### src/rtl/time_load_ctrl_if.sv
// Bus between the time-load controller and its requesters / the time counter.
//   Requests : i_rx_dv/i_rx_byte (UART byte stream), i_btn_req/i_btn_ore/i_btn_minute (button set)
//   Results  : ore/minute/load/o_src (load to time counter), o_btn_ack, o_frame_err
// Modport slave is the controller; modport master is whoever drives the requests.
interface time_load_ctrl_if;
  logic       i_rx_dv;
  logic [7:0] i_rx_byte;
  logic       i_btn_req;
  logic [4:0] i_btn_ore;
  logic [5:0] i_btn_minute;
  logic [4:0] ore;
  logic [5:0] minute;
  logic       load;
  logic       o_src;
  logic       o_btn_ack;
  logic       o_frame_err;

  modport master (
    output i_rx_dv, i_rx_byte, i_btn_req, i_btn_ore, i_btn_minute,
    input  ore, minute, load, o_src, o_btn_ack, o_frame_err
  );

  modport slave (
    input  i_rx_dv, i_rx_byte, i_btn_req, i_btn_ore, i_btn_minute,
    output ore, minute, load, o_src, o_btn_ack, o_frame_err
  );
endinterface

### src/rtl/time_load_ctrl.sv
// Time-load controller: parses UART time-set frames (FF, HH, MM, FF) with an inter-byte
// timeout, arbitrates them against push-button set requests and issues a one-cycle load
// of hours/minutes to the time counter.
// Ports:
//   i_clock : system clock, rising edge
//   reset   : synchronous active-high reset
//   bus     : time_load_ctrl_if.slave (UART bytes, button request, load outputs, ack, error)
module time_load_ctrl #(
  parameter int unsigned TIMEOUT_CYCLES = 5000000,
  parameter bit          UART_PRIO      = 1'b1
) (
  input logic             i_clock,
  input logic             reset,
  time_load_ctrl_if.slave bus
);

  typedef enum logic [1:0] {StIdle, StGetH, StGetM, StGetEnd} state_e;

  localparam int unsigned     CntW    = (TIMEOUT_CYCLES > 1) ? $clog2(TIMEOUT_CYCLES) : 1;
  localparam logic [CntW-1:0] CntLast = CntW'(TIMEOUT_CYCLES - 1);

  state_e          state_q, state_d;
  logic [CntW-1:0] cnt_q, cnt_d;
  logic [4:0]      hh_q, hh_d;
  logic [5:0]      mm_q, mm_d;
  logic            pend_q, pend_d;
  logic [4:0]      pend_ore_q, pend_ore_d;
  logic [5:0]      pend_min_q, pend_min_d;
  logic            rearm_q, rearm_d;
  logic [4:0]      ore_q, ore_d;
  logic [5:0]      min_q, min_d;
  logic            load_q, load_d;
  logic            src_q, src_d;
  logic            ack_q, ack_d;
  logic            err_q, err_d;

  logic            byte_ff;
  logic            parse_err;
  logic            timeout;
  logic            end_acc;
  logic            uart_cand, btn_cand, btn_ok;
  logic            grant_uart, grant_btn;
  logic [4:0]      uart_ore;
  logic [5:0]      uart_min;

  assign byte_ff = (bus.i_rx_byte == 8'hFF);

  // Frame parser and inter-byte timeout
  always_comb begin
    state_d   = state_q;
    cnt_d     = cnt_q;
    hh_d      = hh_q;
    mm_d      = mm_q;
    parse_err = 1'b0;
    timeout   = 1'b0;
    end_acc   = 1'b0;
    if (bus.i_rx_dv) begin
      // A byte always beats a timeout in the same cycle.
      cnt_d = '0;
      case (state_q)
        StIdle: begin
          if (byte_ff) state_d = StGetH;
        end
        StGetH: begin
          if (byte_ff) begin
            state_d = StGetH;
          end else if (bus.i_rx_byte <= 8'd23) begin
            hh_d    = bus.i_rx_byte[4:0];
            state_d = StGetM;
          end else begin
            parse_err = 1'b1;
            state_d   = StIdle;
          end
        end
        StGetM: begin
          if (byte_ff) begin
            state_d = StGetH;
          end else if (bus.i_rx_byte <= 8'd59) begin
            mm_d    = bus.i_rx_byte[5:0];
            state_d = StGetEnd;
          end else begin
            parse_err = 1'b1;
            state_d   = StIdle;
          end
        end
        StGetEnd: begin
          if (byte_ff) begin
            end_acc = 1'b1;
          end else begin
            parse_err = 1'b1;
          end
          state_d = StIdle;
        end
        default: state_d = StIdle;
      endcase
    end else if (state_q == StIdle) begin
      cnt_d = '0;
    end else if (cnt_q == CntLast) begin
      timeout = 1'b1;
      cnt_d   = '0;
      state_d = StIdle;
    end else begin
      cnt_d = cnt_q + CntW'(1);
    end
  end

  // Arbitration between the UART frame and the button request
  always_comb begin
    // A just-accepted end byte bypasses the pending flag; HH/MM are already latched.
    uart_cand  = pend_q | end_acc;
    uart_ore   = pend_q ? pend_ore_q : hh_q;
    uart_min   = pend_q ? pend_min_q : mm_q;
    btn_cand   = bus.i_btn_req & rearm_q;
    btn_ok     = (bus.i_btn_ore <= 5'd23) && (bus.i_btn_minute <= 6'd59);
    grant_uart = uart_cand & (~btn_cand | UART_PRIO);
    grant_btn  = btn_cand & ~grant_uart;

    ore_d      = ore_q;
    min_d      = min_q;
    load_d     = 1'b0;
    src_d      = src_q;
    ack_d      = 1'b0;
    err_d      = parse_err | timeout;
    pend_d     = pend_q;
    pend_ore_d = pend_ore_q;
    pend_min_d = pend_min_q;
    // Rearm only after the request is seen low, so a held request is granted once.
    rearm_d    = rearm_q | ~bus.i_btn_req;

    if (grant_uart) begin
      load_d = 1'b1;
      ore_d  = uart_ore;
      min_d  = uart_min;
      src_d  = 1'b0;
      pend_d = 1'b0;
    end else if (end_acc) begin
      pend_d     = 1'b1;
      pend_ore_d = hh_q;
      pend_min_d = mm_q;
    end

    if (grant_btn) begin
      ack_d   = 1'b1;
      rearm_d = 1'b0;
      // Out-of-range button values are acknowledged but never loaded.
      if (btn_ok) begin
        load_d = 1'b1;
        ore_d  = bus.i_btn_ore;
        min_d  = bus.i_btn_minute;
        src_d  = 1'b1;
      end
    end
  end

  always_ff @(posedge i_clock) begin
    if (reset) begin
      state_q    <= StIdle;
      cnt_q      <= '0;
      hh_q       <= '0;
      mm_q       <= '0;
      pend_q     <= 1'b0;
      pend_ore_q <= '0;
      pend_min_q <= '0;
      rearm_q    <= 1'b1;
      ore_q      <= '0;
      min_q      <= '0;
      load_q     <= 1'b0;
      src_q      <= 1'b0;
      ack_q      <= 1'b0;
      err_q      <= 1'b0;
    end else begin
      state_q    <= state_d;
      cnt_q      <= cnt_d;
      hh_q       <= hh_d;
      mm_q       <= mm_d;
      pend_q     <= pend_d;
      pend_ore_q <= pend_ore_d;
      pend_min_q <= pend_min_d;
      rearm_q    <= rearm_d;
      ore_q      <= ore_d;
      min_q      <= min_d;
      load_q     <= load_d;
      src_q      <= src_d;
      ack_q      <= ack_d;
      err_q      <= err_d;
    end
  end

  assign bus.ore         = ore_q;
  assign bus.minute      = min_q;
  assign bus.load        = load_q;
  assign bus.o_src       = src_q;
  assign bus.o_btn_ack   = ack_q;
  assign bus.o_frame_err = err_q;

endmodule

### src/flat_wrapper.sv
// flat-port wrapper written by rule: the top's interface ports become plain ports
module time_load_ctrl_flat 
#(
  parameter int unsigned TIMEOUT_CYCLES = 5000000,
  parameter bit          UART_PRIO      = 1'b1
)
  (i_clock, reset, bus_i_rx_dv, bus_i_rx_byte, bus_i_btn_req, bus_i_btn_ore, bus_i_btn_minute, bus_ore, bus_minute, bus_load, bus_o_src, bus_o_btn_ack, bus_o_frame_err);
  time_load_ctrl_if bus_i ();
  input logic i_clock;
  input logic reset;
  input wire logic [$bits(bus_i.i_rx_dv)-1:0] bus_i_rx_dv;
  input wire logic [$bits(bus_i.i_rx_byte)-1:0] bus_i_rx_byte;
  input wire logic [$bits(bus_i.i_btn_req)-1:0] bus_i_btn_req;
  input wire logic [$bits(bus_i.i_btn_ore)-1:0] bus_i_btn_ore;
  input wire logic [$bits(bus_i.i_btn_minute)-1:0] bus_i_btn_minute;
  output wire logic [$bits(bus_i.ore)-1:0] bus_ore;
  output wire logic [$bits(bus_i.minute)-1:0] bus_minute;
  output wire logic [$bits(bus_i.load)-1:0] bus_load;
  output wire logic [$bits(bus_i.o_src)-1:0] bus_o_src;
  output wire logic [$bits(bus_i.o_btn_ack)-1:0] bus_o_btn_ack;
  output wire logic [$bits(bus_i.o_frame_err)-1:0] bus_o_frame_err;
  assign bus_i.i_rx_dv = bus_i_rx_dv;
  assign bus_i.i_rx_byte = bus_i_rx_byte;
  assign bus_i.i_btn_req = bus_i_btn_req;
  assign bus_i.i_btn_ore = bus_i_btn_ore;
  assign bus_i.i_btn_minute = bus_i_btn_minute;
  assign bus_ore = bus_i.ore;
  assign bus_minute = bus_i.minute;
  assign bus_load = bus_i.load;
  assign bus_o_src = bus_i.o_src;
  assign bus_o_btn_ack = bus_i.o_btn_ack;
  assign bus_o_frame_err = bus_i.o_frame_err;
  time_load_ctrl #(.TIMEOUT_CYCLES(TIMEOUT_CYCLES), .UART_PRIO(UART_PRIO)) u_core (.i_clock(i_clock), .reset(reset), .bus(bus_i));
endmodule
### config.mk
export PLATFORM = sky130hd
export DESIGN_NAME = time_load_ctrl_flat
export DESIGN_NICKNAME = d
export VERILOG_FILES = /design/src/rtl/time_load_ctrl_if.sv /design/src/rtl/time_load_ctrl.sv /design/src/flat_wrapper.sv
export SDC_FILE = /design/constraint.sdc
export NUM_CORES = 1
export LEC_CHECK = 0
export ABC_AREA = 1
export CORE_ASPECT_RATIO = 1.75
export CORE_MARGIN = 3
export CORE_UTILIZATION = 56
export DETAILED_ROUTE_END_ITERATION = 8
export PLACE_DENSITY = 0.78
export SLEW_MARGIN = 20
export SYNTH_ARGS = -nofsm -noshare
export SYNTH_HDL_FRONTEND = slang
export SYNTH_SLANG_ARGS = --single-unit
### constraint.sdc
create_clock -name i_clock -period 2.2 [get_ports i_clock]
set_input_delay 0.22 -clock i_clock [delete_from_list [all_inputs] [get_ports i_clock]]
set_output_delay 0.22 -clock i_clock [all_outputs]
set_load 0.1 [all_outputs]
* Word-level counts from Yosys, hierarchy flattened
Cells that the tools add are included.
** Storage, ports and cells
- Register bits :: 64
- Output and inout port bits :: 15
- Logic and storage cells :: 81
** Operators by class
- $add $sub $neg :: 1
- $lt $le $gt $ge :: 4
- Equal/unequal tests :: 7
- Mux-type cells :: 38
- Bitwise logic cells :: 8
- Reduce and logical (&&, ||, !) cells :: 9
** Operator list (count)
- $mux 6 :: 4
- $add 23x1->23 const B :: 1
- $eq 23x23->1 const B :: 1
- $mux 1 :: 20
- $mux 5 :: 4
- $mux 2 :: 8
- $eq 8x8->1 const B :: 1
- $le 8x5->1 const B :: 1
- $le 8x6->1 const B :: 1
- $pmux 2 s4 :: 1
- $reduce_and 4->1 :: 2
- $le 6x6->1 const B :: 1
- $le 5x5->1 const B :: 1
- $eq 2x2->1 const B :: 2
- $reduce_or 4->1 :: 1
- $not 1->1 :: 3
- $or 1x1->1 :: 3
- $pmux 1 s3 :: 1
- $reduce_and 3->1 :: 1
- $and 1x1->1 :: 2
- $eq 2x1->1 const B :: 1
- $logic_not 2->1 :: 1
- $ne 2x1->1 const B :: 1
- $ne 2x2->1 const B :: 1
- other kinds (4) :: 4

* Longest topological paths before layout
- Depth in word-level cells :: 8
- Depth in mapped cells :: 11

* Least setup slack after synthesis
No wires, ideal clock.
- Path kind :: register to register
- From :: register u_core.cnt_q[0]
- To :: register u_core.cnt_q[15]
- Data arrival time :: 1384 ps
- Required time :: 2085 ps
- Path slack :: 701 ps
- Cell stages (with the launch flop) :: 12
- Path buffers :: 1
- Clock period less this slack :: 1499 ps
- Path through :: dfxtp_1 ha_1 nand2_2 nor2_4 inv_2 nor2_1 nand3_1 nand2_1 inv_2 nand2_4 buf_12 nor2_2
** Between the ends
- Word-level cells in the longest chain between the ends :: 2
- Elaborated cells on any way between the ends :: 3
- Those cells by class :: 1 x add/sub; 1 x eq/ne; 1 x reduce/logical
** Ends and longest elaborated chain
- from (decl) :: line time_load_ctrl.sv:23 : logic [CntW-1:0] cnt_q, cnt_d;
- from (signal assigned) :: line time_load_ctrl.sv:173 : cnt_q <= cnt_d;
- branches (longest 2 deep; another with $add 23x1->23)
Several ways; the timed one is not identified.
A chain may end at the register's enable or synchronous reset.

* Worst setup path in the final report
- From :: input bus_i_rx_byte[0]
- To :: register u_core.min_q[5] (netlist: u_core.bus.minute[5])
** Between the ends
- Word-level cells in the longest chain between the ends :: 8
- Elaborated cells on any way between the ends :: 10
- Those cells by class :: 1 x eq/ne; 6 x mux; 3 x bitwise
** Ends and longest elaborated chain
- from (decl) :: line flat_wrapper.sv:12 : input wire logic [$bits(bus_i.i_rx_byte)-1:0] bus_i_rx_byte;
- $eq 8x8->1 * :: line time_load_ctrl.sv:46 : assign byte_ff = (bus.i_rx_byte == 8'hFF);
- $mux 1 * :: line time_load_ctrl.sv:87 : if (byte_ff) begin
- $mux 1 * :: line time_load_ctrl.sv:60 : case (state_q)
- $mux 1 * :: line time_load_ctrl.sv:57 : if (bus.i_rx_dv) begin
- $or 1x1->1 * :: line time_load_ctrl.sv:110 : uart_cand = pend_q | end_acc;
- $mux 6 or $not 1->1 (tied branches)
- $mux 6 or $and 1x1->1 (tied branches) :: line time_load_ctrl.sv:146, time_load_ctrl.sv:116
- $mux 6 * :: line time_load_ctrl.sv:142 : if (grant_btn) begin
- to (signal assigned) :: line time_load_ctrl.sv:181 : min_q <= min_d;
- to (decl) :: line time_load_ctrl.sv:31 : logic [5:0] min_q, min_d;
Mark *: on every way between the ends. The rest lies on a longest branch, timed or not.

==> qor.csv <==
stage,metric,value,unit
die,core_region_area,0.005386,mm^2
clock_network,clk_latency,0.34,ns
clock_network,cts_tree,built,
detailed_routing,dr_total_vias,2887,
detailed_routing,wire_per_inst,13.09,um
synthesis,synthTopCellsByArea,"dfxtp_1 40%, nand2_1 9.8%, nor2_1 8.3%",
pwr,leakage,1.446,nW
critical_path,critPathBufInv,2,
placement,dp_hpwl,5526,um
grt,grt.overflow.total,0,
pwr,clockPowerShare,44.7,%
detailed_routing,wl_met1,2613,um
placement,dpl_cell_area,0.003562,mm^2
clock_network,cts_max_level,3,
final_layout,fin_cells,560,
detailed_routing,wl_met2,4028,um
pwr,p_sw,642.4,uW
critical_path,cpMaxStageDelayCell,clkdlybuf4s50_1,
synthesis,synthFlopType,dfxtp_1,
placement,dp_slack,0.2000,ns
final_layout,diodes,0,
detailed_routing,routed_wl,7328,um
synthesis,synth.most_common_cell,nand2_1,
detailed_routing,drt-pass1-iter-count,4,
clock_network,ctsResizeCount,0,
synthesis,synth_cell_types,37,
placement,portBuffers,37,
detailed_routing,dr_wl_met3,347,um
timing,fin_ws,0.4705,ns
synthesis,yosys-top-cells-count,"83 x nand2_1, 71 x nor2_1, 64 x dfxtp_1",
timing,slew_violations,0,
detailed_routing,drc,0,
synthesis,synth-edff-count,0,
final_layout,utilization,70.41,%
grt,first_global_vias,2918,
final_layout,area_growth_syn_to_layout,18.82,%
synthesis,syn_nets,464,
hold_path,hold_start,u_core.pend_ore_q[2],
clock_network,path_clk_slew,0.07,ns
clock_network,cts_buffers,9,
die,die-height,105.9,um
critical_path,critical_path_class,in2reg,
synthesis,async_flop_share,0,%
detailed_routing,vias_per_cell,5.155,
timing,finalSetupTns,0,ns
synthesis,synth_top_area_share,40.14,%
synthesis,avgSynthCellArea,7.254,um^2
synthesis,synth_area,0.003192,mm^2
grt,grtUsageTotal,23.71,%
placement,placed_cells,544,
hold_path,hp-class,reg2reg,
final_layout,n_fill_cell,500,
die,die_w,63.07,um
grt,grt_max_degree,23,
timing,grt_setup_unrepaired,false,
clock_network,clockBufferDepth,2,
die,row_count,35,
detailed_routing,top_layer,met4,
die,floorplan.initialDensity,59.26,%
synthesis,syn_inst,440,
critical_path,cp.required,2.44,ns
critical_path,cp-startpoint,bus_i_rx_byte[0],
pwr,p_comb_share,9.7,%
critical_path,crit_path_end_kind,flop,
critical_path,worst_path_largest_cell_delay,0.57,ns
critical_path,critPathLaunchType,primary input,
clock_network,cts_setup_buffers,0,
critical_path,crit_top_cell,nand2_1,
detailed_routing,first_iter_violations,160,
grt,antenna_found_initial,0,
critical_path,path_max_fanout,18,
grt,grt_pass1_wl,12610,um
die,ios,38,
pwr,p_int,1.951,mW
die,die_area,0.006677,mm^2
final_layout,final_nets,505,
final_layout,drive_above_1_share,20.99,%
timing,finClkSkew,0.007143,ns
pwr,seqPwrFrac,45.6,%
final_layout,fin_area,0.003792,mm^2
timing,hold_viol,0,
timing,max_freq,0.5782,GHz
synthesis,ys_ff_latch,64,
timing,post-route-period-util,78.61,%
pwr,peakVddDrop,0.0004288,V
placement,gp_congestion,0.9256,
timing,finalSetupViolCount,0,
timing,fin_crit,1.729,ns
pwr,netSwitchingFraction,24.77,%
status,status,"complete, no violations",
critical_path,rr_startpoint,u_core.cnt_q[1],
clock_network,cts_root_buf,clkbuf_8,
clock_network,cts_hold_buf,0,
critical_path,cp_top_family,simple AND/OR/NAND/NOR gates,
critical_path,crit_chain,clkdlybuf4s50_1 > nand2_1 > nor2_2 > nand3_4 > nand4_2 > buf_12 > nand3_1 > nand2_1 > nor2_1,
job,cap_violations,0,
synthesis,yosysTopAreaCell,dfxtp_1,
detailed_routing,drtAntennaViolNets,0,
synthesis,synth.yosys.seq_area_share,40.14,%
critical_path,cp.arrival,1.97,ns
clock_network,cts_sinks,64,
synthesis,ys.warnings.count,0,
pwr,power_density,683.8,mW/mm^2
## logic make-up (layout without fill, tap and decap cells)
kind of cell	Yosys count	count (layout)	synth area share, %
and+or+nand+nor	254	254	38.61
DFF	64	64	40.14
buffers and inverters	62	108	9.290
AOI/OAI and AO/OA	48	48	8.703
xor gates and xnor gates	10	10	2.744
adders and majority gates	1	1	0.3919
other	1	1	0.1175
## layout make-up
class | count | area, um^2 | area share [%]
clock buffer | 11 | 151.4 | 3.992
clock inverter | 5 | 78.83 | 2.079
inverter | 49 | 183.9 | 4.850
multi-input combinational | 314 | 1614 | 42.56
sequential | 64 | 1281 | 33.78
tap | 74 | 92.59 | 2.441
timing repair buffer | 43 | 390.4 | 10.29
## flip-flops by register name, summed over array words and instances (netlist names)
| name | count |
|---|---|
| u_core.cnt_q | 23 |
| u_core.bus.minute | 6 |
| u_core.mm_q | 6 |
| u_core.pend_min_q | 6 |
| u_core.bus.ore | 5 |
| u_core.hh_q | 5 |
| u_core.pend_ore_q | 5 |
| u_core.state_q | 2 |
| u_core.bus.load | 1 |
| u_core.bus.o_btn_ack | 1 |
| u_core.bus.o_frame_err | 1 |
| u_core.bus.o_src | 1 |
| u_core.pend_q | 1 |
| u_core.rearm_q | 1 |
## cells in the final DEF (no fill, tap or decap)
| cell | synthesis | final |
|---|---|---|
| or2_2 | 1 | 1 |
| clkdlybuf4s50_1 | 0 | 22 |
| nand4_2 | 1 | 1 |
| o21a_1 | 1 | 1 |
| inv_1 | 39 | 39 |
| clkbuf_8 | 0 | 11 |
| nand3b_1 | 2 | 2 |
| nand2_1 | 83 | 83 |
| clkinv_4 | 0 | 1 |
| nand2_4 | 2 | 2 |
| nor3_1 | 4 | 4 |
| nor3_2 | 1 | 1 |
| or2_0 | 1 | 1 |
| o21ai_1 | 6 | 6 |
| nand3_4 | 1 | 1 |
| a21oi_2 | 8 | 8 |
| and3_1 | 1 | 1 |
| o21ai_0 | 16 | 16 |
| buf_4 | 2 | 20 |
| dfxtp_1 | 64 | 64 |
| nand3_1 | 40 | 40 |
| nand4_1 | 5 | 5 |
| buf_12 | 2 | 1 |
| nor2_1 | 71 | 71 |
| a211oi_1 | 1 | 1 |
| ha_1 | 1 | 1 |
| conb_1 | 1 | 1 |
| clkinv_2 | 0 | 2 |
| xor2_1 | 8 | 8 |
| o21bai_1 | 1 | 1 |
| nand3_2 | 8 | 8 |
| nor2_4 | 4 | 4 |
| xnor2_1 | 2 | 2 |
| inv_2 | 10 | 10 |
| bufinv_16 | 0 | 2 |
| a21oi_1 | 15 | 15 |
| nand2_2 | 11 | 11 |
| nor2_2 | 18 | 18 |
## worst min-delay path: stages (launching register included)
cell	delay [ns]
dfxtp_1	0.31
inv_1	0.05
nor2_1	0.03
## routing by layer
metal	GRT usage [%]	vias to the layer above
met1	22.07	1306
met2	44.90	80
met3	5.117	28
met5	0	-
li1	-	1473
met4	15.32	0
## path summary, 6_finish.rpt
kind,to,slack [ns],cells past startpoint
setup / recovery,u_core.bus.minute[5],0.47,9
hold / removal,u_core.pend_ore_q[2],0.43,2
setup reg to reg,u_core.cnt_q[22],0.48,10
hold reg to reg,u_core.pend_ore_q[2],0.43,2
## metrics by stage
stage	power (mW)	hold WS, ns
3_5_place_dp	1.460	0.4175
3_3_place_gp	1.457	0.4103
4_1_cts	2.610	0.4211
6_report	2.593	0.4255
5_1_grt	2.679	0.4517
2_1_floorplan	1.379	0.3041
## power by group through the flow
stage	Sequential [mW]	Combinational [mW]	Clock, mW
5_1_grt	1.18	0.267	1.23
4_1_cts	1.18	0.252	1.18
3_3_place_gp	1.21	0.249	0
3_5_place_dp	1.21	0.251	0
2_1_floorplan	1.30	0.0802	0
6_report	1.18	0.251	1.16
Power figures use the tool's default switching activity.
